[config.mk]
export PLATFORM = sky130hd
export DESIGN_NAME = color_cmd_driver
export DESIGN_NICKNAME = d
export VERILOG_FILES = /design/src/rtl/color_pkg.sv /design/src/rtl/color_cmd_timer.sv /design/src/rtl/color_cmd_driver.sv
export SDC_FILE = /design/constraint.sdc
export NUM_CORES = 1
export LEC_CHECK = 0
export ABC_CLOCK_PERIOD_IN_PS = 2000
export CORE_MARGIN = 3
export CORE_UTILIZATION = 45
export DETAILED_ROUTE_END_ITERATION = 8
export GPL_ROUTABILITY_DRIVEN = 0
export PLACE_DENSITY = 0.68
export SYNTH_ARGS = -nofsm -noshare
export SYNTH_HDL_FRONTEND = slang
export SYNTH_SLANG_ARGS = --single-unit
[constraint.sdc]
create_clock -name clk -period 2 [get_ports clk]
set_input_delay 0.4 -clock clk [delete_from_list [all_inputs] [get_ports clk]]
set_output_delay 0.4 -clock clk [all_outputs]
set_load 0.02 [all_outputs]
[src/rtl/color_pkg.sv]
// Shared types and constants for the colour command driver and its timer.
package color_pkg;

    typedef enum logic {
        Blue = 1'b0,
        Red  = 1'b1
    } Color_state;

    localparam logic [1:0] CODE_BLUE  = 2'h1;
    localparam logic [1:0] CODE_RED   = 2'h2;
    localparam logic [1:0] CMD_HOLD   = 2'h0;
    localparam logic [1:0] CMD_TOGGLE = 2'h1;

    typedef enum logic [2:0] {
        ST_IDLE  = 3'd0,
        ST_CHECK = 3'd1,
        ST_PULSE = 3'd2,
        ST_WAIT  = 3'd3,
        ST_DONE  = 3'd4
    } drv_state_e;

    // Code the colour FSM reports when it sits at the given colour.
    function automatic logic [1:0] color_code(input Color_state c);
        return (c == Red) ? CODE_RED : CODE_BLUE;
    endfunction

    // Only the two colour codes are meaningful; 2'h0 and 2'h3 are faults.
    function automatic logic code_is_valid(input logic [1:0] c);
        return (c == CODE_BLUE) || (c == CODE_RED);
    endfunction

endpackage

[src/rtl/color_cmd_timer.sv]
// WAIT-state timer: cleared in PULSE, counts up while enabled, flags the
// last cycle of the wait window (count == TIMEOUT-1).
module color_cmd_timer #(
    parameter int TIMEOUT = 8
) (
    input  logic clk,
    input  logic rst_n,
    input  logic clear_i,
    input  logic enable_i,
    output logic expire_o
);

    localparam logic [7:0] LAST = 8'(TIMEOUT - 1);

    logic [7:0] count_q;
    logic [7:0] count_d;

    // Clear wins over enable so a fresh window always starts at zero.
    always_comb begin
        count_d = count_q;
        if (clear_i) begin
            count_d = '0;
        end else if (enable_i) begin
            count_d = count_q + 8'd1;
        end
    end

    // Counter register.
    always_ff @(posedge clk or negedge rst_n) begin
        if (!rst_n) begin
            count_q <= '0;
        end else begin
            count_q <= count_d;
        end
    end

    assign expire_o = (count_q == LAST);

endmodule

[src/rtl/color_cmd_driver.sv]
// Drives toggle commands into an external two-colour FSM until its reported
// code matches the requested colour, with bounded wait and retry.
//
//   state | meaning
//   IDLE  | ready for a request
//   CHECK | compare code with target, decide done / fault / toggle
//   PULSE | one-cycle toggle command, count it, restart the timer
//   WAIT  | wait for the code to reach target, retry on timeout
//   DONE  | one-cycle completion pulse with error flag
module color_cmd_driver
    import color_pkg::*;
#(
    parameter int TIMEOUT   = 8,
    parameter int MAX_RETRY = 2
) (
    input  logic       clk,
    input  logic       rst_n,
    input  logic       req_valid,
    input  logic       req_color,
    output logic       req_ready,
    output logic [1:0] cmd,
    input  logic [1:0] code,
    output logic       done_valid,
    output logic       done_err,
    output logic       busy,
    output logic [7:0] toggle_cnt
);

    localparam logic [2:0] MAX_R = 3'(MAX_RETRY);

    drv_state_e state_q, state_d;
    Color_state target_q, target_d;
    logic [2:0] retry_q, retry_d;
    logic [1:0] cmd_q, cmd_d;
    logic       done_valid_q, done_valid_d;
    logic       done_err_q, done_err_d;
    logic [7:0] cnt_q, cnt_d;
    logic       err_d;
    logic       code_match;
    logic       timer_clear;
    logic       timer_en;
    logic       timer_expire;

    color_cmd_timer #(
        .TIMEOUT (TIMEOUT)
    ) u_timer (
        .clk      (clk),
        .rst_n    (rst_n),
        .clear_i  (timer_clear),
        .enable_i (timer_en),
        .expire_o (timer_expire)
    );

    assign code_match = (code == color_code(target_q));

    // Next-state logic; cmd and done are derived from the next state so they
    // come straight out of flops and line up with the state they belong to.
    always_comb begin
        state_d     = state_q;
        target_d    = target_q;
        retry_d     = retry_q;
        cnt_d       = cnt_q;
        err_d       = 1'b0;
        timer_clear = 1'b0;
        timer_en    = 1'b0;
        case (state_q)
            ST_IDLE: begin
                if (req_valid) begin
                    target_d = Color_state'(req_color);
                    retry_d  = '0;
                    state_d  = ST_CHECK;
                end
            end
            ST_CHECK: begin
                if (code_match) begin
                    state_d = ST_DONE;
                end else if (!code_is_valid(code)) begin
                    state_d = ST_DONE;
                    err_d   = 1'b1;
                end else begin
                    state_d = ST_PULSE;
                end
            end
            ST_PULSE: begin
                timer_clear = 1'b1;
                if (cnt_q != 8'hFF) begin
                    cnt_d = cnt_q + 8'd1;
                end
                state_d = ST_WAIT;
            end
            ST_WAIT: begin
                timer_en = 1'b1;
                if (code_match) begin
                    state_d = ST_DONE;
                end else if (timer_expire) begin
                    if (retry_q < MAX_R) begin
                        retry_d = retry_q + 3'd1;
                        state_d = ST_CHECK;
                    end else begin
                        state_d = ST_DONE;
                        err_d   = 1'b1;
                    end
                end
            end
            ST_DONE: begin
                state_d = ST_IDLE;
            end
            default: begin
                state_d = ST_IDLE;
            end
        endcase
        cmd_d        = (state_d == ST_PULSE) ? CMD_TOGGLE : CMD_HOLD;
        done_valid_d = (state_d == ST_DONE);
        done_err_d   = err_d;
    end

    // State and output registers.
    always_ff @(posedge clk or negedge rst_n) begin
        if (!rst_n) begin
            state_q      <= ST_IDLE;
            target_q     <= Blue;
            retry_q      <= '0;
            cmd_q        <= CMD_HOLD;
            done_valid_q <= 1'b0;
            done_err_q   <= 1'b0;
            cnt_q        <= '0;
        end else begin
            state_q      <= state_d;
            target_q     <= target_d;
            retry_q      <= retry_d;
            cmd_q        <= cmd_d;
            done_valid_q <= done_valid_d;
            done_err_q   <= done_err_d;
            cnt_q        <= cnt_d;
        end
    end

    assign req_ready  = (state_q == ST_IDLE);
    assign busy       = (state_q != ST_IDLE);
    assign cmd        = cmd_q;
    assign done_valid = done_valid_q;
    assign done_err   = done_err_q;
    assign toggle_cnt = cnt_q;

endmodule

### Word-level counts from Yosys, hierarchy flattened

Cells that the tools add are included.

* register bits: 26
* input bits: 6

* add/sub/neg operators: 3
* order comparisons: 1
* equality and inequality tests: 14
* muxes and demuxes: 24
* reduce and logical (&&, ||, !) cells: 8

Operators by type and width (number)
* $mux 3: 10
* $add 8x1->8 const B: 2
* $mux 8: 2
* $pmux 3 s4: 1
* $eq 3x2->1 const B: 3
* $eq 8x3->1 const B: 1
* $mux 1: 8
* $ne 2x2->1 const B: 4
* $ne 8x8->1 const B: 1
* $pmux 3 s2: 1
* $reduce_and 5->1: 1
* $reduce_and 2->1: 2
* $reduce_bool 2->1: 2
* $add 3x1->3 const B: 1
* $eq 3x1->1 const B: 1
* $eq 3x3->1 const B: 1
* $logic_not 3->1: 1
* $lt 3x2->1 const B: 1
* $reduce_bool 3->1: 1
* $eq 2x1->1 const B: 1
* $eq 2x2->1: 1
* $eq 2x2->1 const B: 1
* $mux 2: 1
* $pmux 1 s2: 1
* $logic_or 1x1->1: 1

### Longest topological paths before layout

* depth in word-level cells: 7
* mapped depth: 6
* gate-level depth less buffers: 5

### Cells and area by module

From an unflattened synthesis, not the netlist that was laid out.

* cells, all modules: 123
* area total of the unflattened synthesis: 1307.5 µm²

Modules (own cells, without submodules)
* color_cmd_driver: times used 1, cells each 84, area an instance 905.9 µm²
* color_cmd_timer: times used 1, cells each 39, area an instance 401.6 µm²

### Worst setup path after synthesis

No wires, ideal clock.

* kind: register to register
* start: reg state_q[1]
* end: reg target_q
* library setup time: 125 ps
* arrival: 1706 ps
* setup slack: 169 ps
* cell stages (with the launch flop): 5
* buffers on the path: 1
* cells stage by stage: dfrtp_1 -> buf_2 -> nor3_1 -> and2_1 -> mux2_2

* word-level cells in the longest chain between the ends: 2

RTL lines
* start, declared: RTL line color_cmd_driver.sv:31 `drv_state_e state_q, state_d;`
* start signal, assigned: RTL line color_cmd_driver.sv:128 `state_q <= state_d;`
* $logic_not 3->1
* via req_ready: RTL line color_cmd_driver.sv:20 `output logic req_ready,`
* $reduce_and 2->1 (no line)
* end signal, assigned: RTL line color_cmd_driver.sv:121 `target_q <= Blue;`
* end signal, assigned: RTL line color_cmd_driver.sv:129 `target_q <= target_d;`
* end, declared: RTL line color_cmd_driver.sv:32 `Color_state target_q, target_d;`

The timed path passes the listed nets, and every way through them passes these cells.
A chain may end at the register's enable or synchronous reset.

### Worst setup path after layout

* start: reg state_q[0]
* end: out busy

* word-level cells in the longest chain between the ends: 1

RTL lines
* $reduce_bool 3->1: RTL line color_cmd_driver.sv:139 `assign busy = (state_q != ST_IDLE);`
* end, declared: RTL line color_cmd_driver.sv:25 `output logic busy,`

No other way between the ends.

==> run_results.csv <==
group,metric,value,unit
timing,rsz0062_at_grt,"false",
clocking,clock-sinks,26,
logic_synthesis,synthAdderAreaFrac,2.844,%
clocking,root_buffer,"clkbuf_4",
floorplanning,initial_utilization,47.46,%
logic_synthesis,synth_compound_area_share,11.00,%
floorplanning,rows,19,
job,cap_violations,0,
logic_synthesis,synthDistinctLibCells,39,
placed_design,dp_hpwl,1786,um
finish,final_layout_size_suffix_gt1_share,13.61,%
worst_setup_path,critPathMaxFanout,7,
timing,relSlewSlack,61.66,%
power,irDropWorstVdd,0.0007897,V
floorplanning,fp.dieH,60.16,um
timing,finalCritPeriodShare,94.33,%
drt,ant_nets,0,
logic_synthesis,synth_most_common_cell,"dfrtp_1",
power,power_switching,0.0006877,W
timing,skew,5.713,ps
finish,area_delta_synth_final,21.23,%
grt,grt_use_total,15.40,%
floorplanning,core,0.002781,mm^2
logic_synthesis,ys_seq_area_share,49.29,%
timing,fmax,530.1,MHz
timing,worst_slew_pin_slew,571.6,ps
placed_design,numPortBuffers,18,
grt,antenna_found_initial,0,
clocking,h-tree-depth,1,
worst_setup_path,critPathLaunchType,"register",
finish,diodes,0,
logic_synthesis,synth_cells,124,
logic_synthesis,synth_top_family_by_area,"simple AND/OR/NAND/NOR gates",
logic_synthesis,synth_edf_count,0,
placed_design,place_ws,-7.410,ps
logic_synthesis,synth_fp_nets,133,
drt,drt_iter0_drc,45,
logic_synthesis,async_reset_ff_share,100.0,%
logic_synthesis,synthFlopType,"dfrtp_1",
clocking,numCtsBuffers,3,
worst_setup_path,r2r-end,"state_q[0]",
power,p_int,0.001215,W
logic_synthesis,synth_commonest_cells,"26 x dfrtp_1, 9 x nand2_1, 9 x nor2_1",
timing,hold_viol,0,
logic_synthesis,syn_area,0.001320,mm^2
power,clockPowerShare,18.5,%
grt,grt_remaining_overflow,0,
drt,totalWireLength,2381,um
worst_setup_path,timing.rr.start,"u_timer.count_q[4]",
worst_setup_path,cp.arrival,1490,ps
logic_synthesis,synth_warnings,0,
power,leakagePower,0.7078,nW
timing,report.final.slew_viol_count,0,
power,p_seq_share,42.3,%
drt,firstDrtPassIters,4,
logic_synthesis,synth_top_area_share,49.29,%
logic_synthesis,synth.area.mux_share,3.981,%
worst_setup_path,cp.required,1600,ps
finish,final.fill_count,245,
finish,post-route-util,57.53,%
status,status,"completed",
worst_setup_path,path_class,"reg2out",
logic_synthesis,synth.area.top_cells,"dfrtp_1 49%, xnor2_1 3.3%, xor2_1 3.3%",
hold_path,min_path_type,"in2async",
finish,nets,157,
power,p_per_area,1189,mW/mm^2
clocking,clkTransAtPathRegs,140,ps
logic_synthesis,synth_xor_xnor_area_share,6.635,%
drt,vias,966,
worst_setup_path,rrSetupSlack,200,ps
drt,avgRoutedWirePerCell,13.38,um
clocking,clk_path_buf_depth,2,
logic_synthesis,syn-mean-instance-area,10.65,um^2
worst_setup_path,cp-end-kind,"output pin",
drt,vias_per_cell,5.427,
worst_setup_path,reg2regPathDepth,4,
clocking,cts_setup_buffers,0,
clocking,insertion_delay,310,ps
power,swShare,36.15,%
logic_synthesis,synth_simple_gate_area_share,22.75,%
floorplanning,die_area,0.003619,mm^2
timing,fin_ws,113.4,ps
grt,grt_max_degree,27,
timing,min_period,1887,ps
logic_synthesis,synth_top_area_cell,"dfrtp_1",
power,p_total,0.001902,W
timing,setup_viol,0,
grt,grt_pass1_wl,4215,um
grt,grt_pass1_vias,947,
drt,drc_errors,0,
floorplanning,ios,20,
logic_synthesis,synth-seq-cells,26,
clocking,cts_tree,"yes",
floorplanning,die_w,60.16,um
power,combPwrFrac,39.2,%
==> cells in the final DEF (no fill, tap or decap), drive strengths merged, types with 4 or more instances in the layout <==
cell type,instances
clkdlybuf4s50,16
nand3,5
inv,4
nor2,9
o21ai,5
nand2b,4
xnor2,5
nor2b,4
nand2,9
nand4,5
buf,5
xor2,5
a21oi,5
dfrtp,26
==> through the flow <==
step	hold WS, ps	setup TNS (ps)	area [um^2]	cells
finish	429.8	0	1600	178
global route	436.0	0	1600	178
CTS	432.0	0	1599	178
detailed placement	488.0	-7.410	1549	174
global placement	466.5	0	1549	174
floorplan	104.4	0	1320	124
==> layout make-up <==
class,instances,area (um^2),share of cell area [%]
clock buffer,3,22.52,1.407
clock inverter,1,30.03,1.876
inverter,4,15.01,0.9382
multi-input combinational,90,626.9,39.17
sequential,26,651.9,40.74
tap,31,38.79,2.424
timing repair buffer,23,215.2,13.45
==> how the worst max path moves through the flow <==
stage | depth (start not counted) | slack [ps] | from | to
after global routing | 4 | 10 | state_q[0] | busy
after detailed placement | 5 | -7 | code[1] | retry_q[0]
final | 4 | 110 | state_q[0] | busy
after floorplan | 4 | 170 | state_q[1] | target_q
after global placement | 5 | 50 | code[1] | state_q[1]
after CTS | 4 | 90 | state_q[0] | busy
==> critical path: stages, from the launching register on <==
cell	delay, ps
dfrtp_2	480
nor3_1	200
buf_4	150
inv_1	30
dlygate4sd2_1	310
==> state kept, by name, summed over array words and instances, names as in the netlist <==
signal	flops
done_err	1
toggle_cnt	8
target_q	1
done_valid	1
cmd	1
retry_q	3
u_timer.count_q	8
state_q	3
==> power by group through the flow <==
stage          sequential [W]  clock, W  combinational, W
2_1_floorplan        0.000856         0          0.000396
6_report             0.000805  0.000352          0.000745
5_1_grt              0.000828  0.000383          0.000827
3_3_place_gp         0.000802         0          0.000762
4_1_cts              0.000800  0.000365          0.000752
3_5_place_dp         0.000811         0          0.000771
==> per-layer routing <==
layer | vias up | GRT usage [%] | routed length, um
met3 | 2 | 1.944 | 67
met4 | 0 | 6.646 | 16
met5 | - | 0 | 0
met2 | 16 | 22.38 | 1091
li1 | 485 | - | -
met1 | 463 | 22.80 | 1206
==> what timing repair did <==
| item | in CTS | in global routing |
|---|---|---|
| resized for setup | 2 | 1 |
| setup endpoints to repair | 2 | 1 |
| hold buffers | 0 | 0 |
| pin swaps | 0 | 0 |
==> cell families (layout without fill, tap and decap cells) <==
kind of cell / count (synthesis) / in the layout
XOR/XNOR: 10 / 10
buffers and inverters: 8 / 31
multiplexers: 5 / 5
other: 1 / 1
AO/OA/AOI/OAI: 19 / 19
flip-flops: 26 / 26
AND/OR/NAND/NOR: 52 / 52
adder cells (fa/ha/maj): 3 / 3
Note: power is estimated with default switching activity, not from simulation.
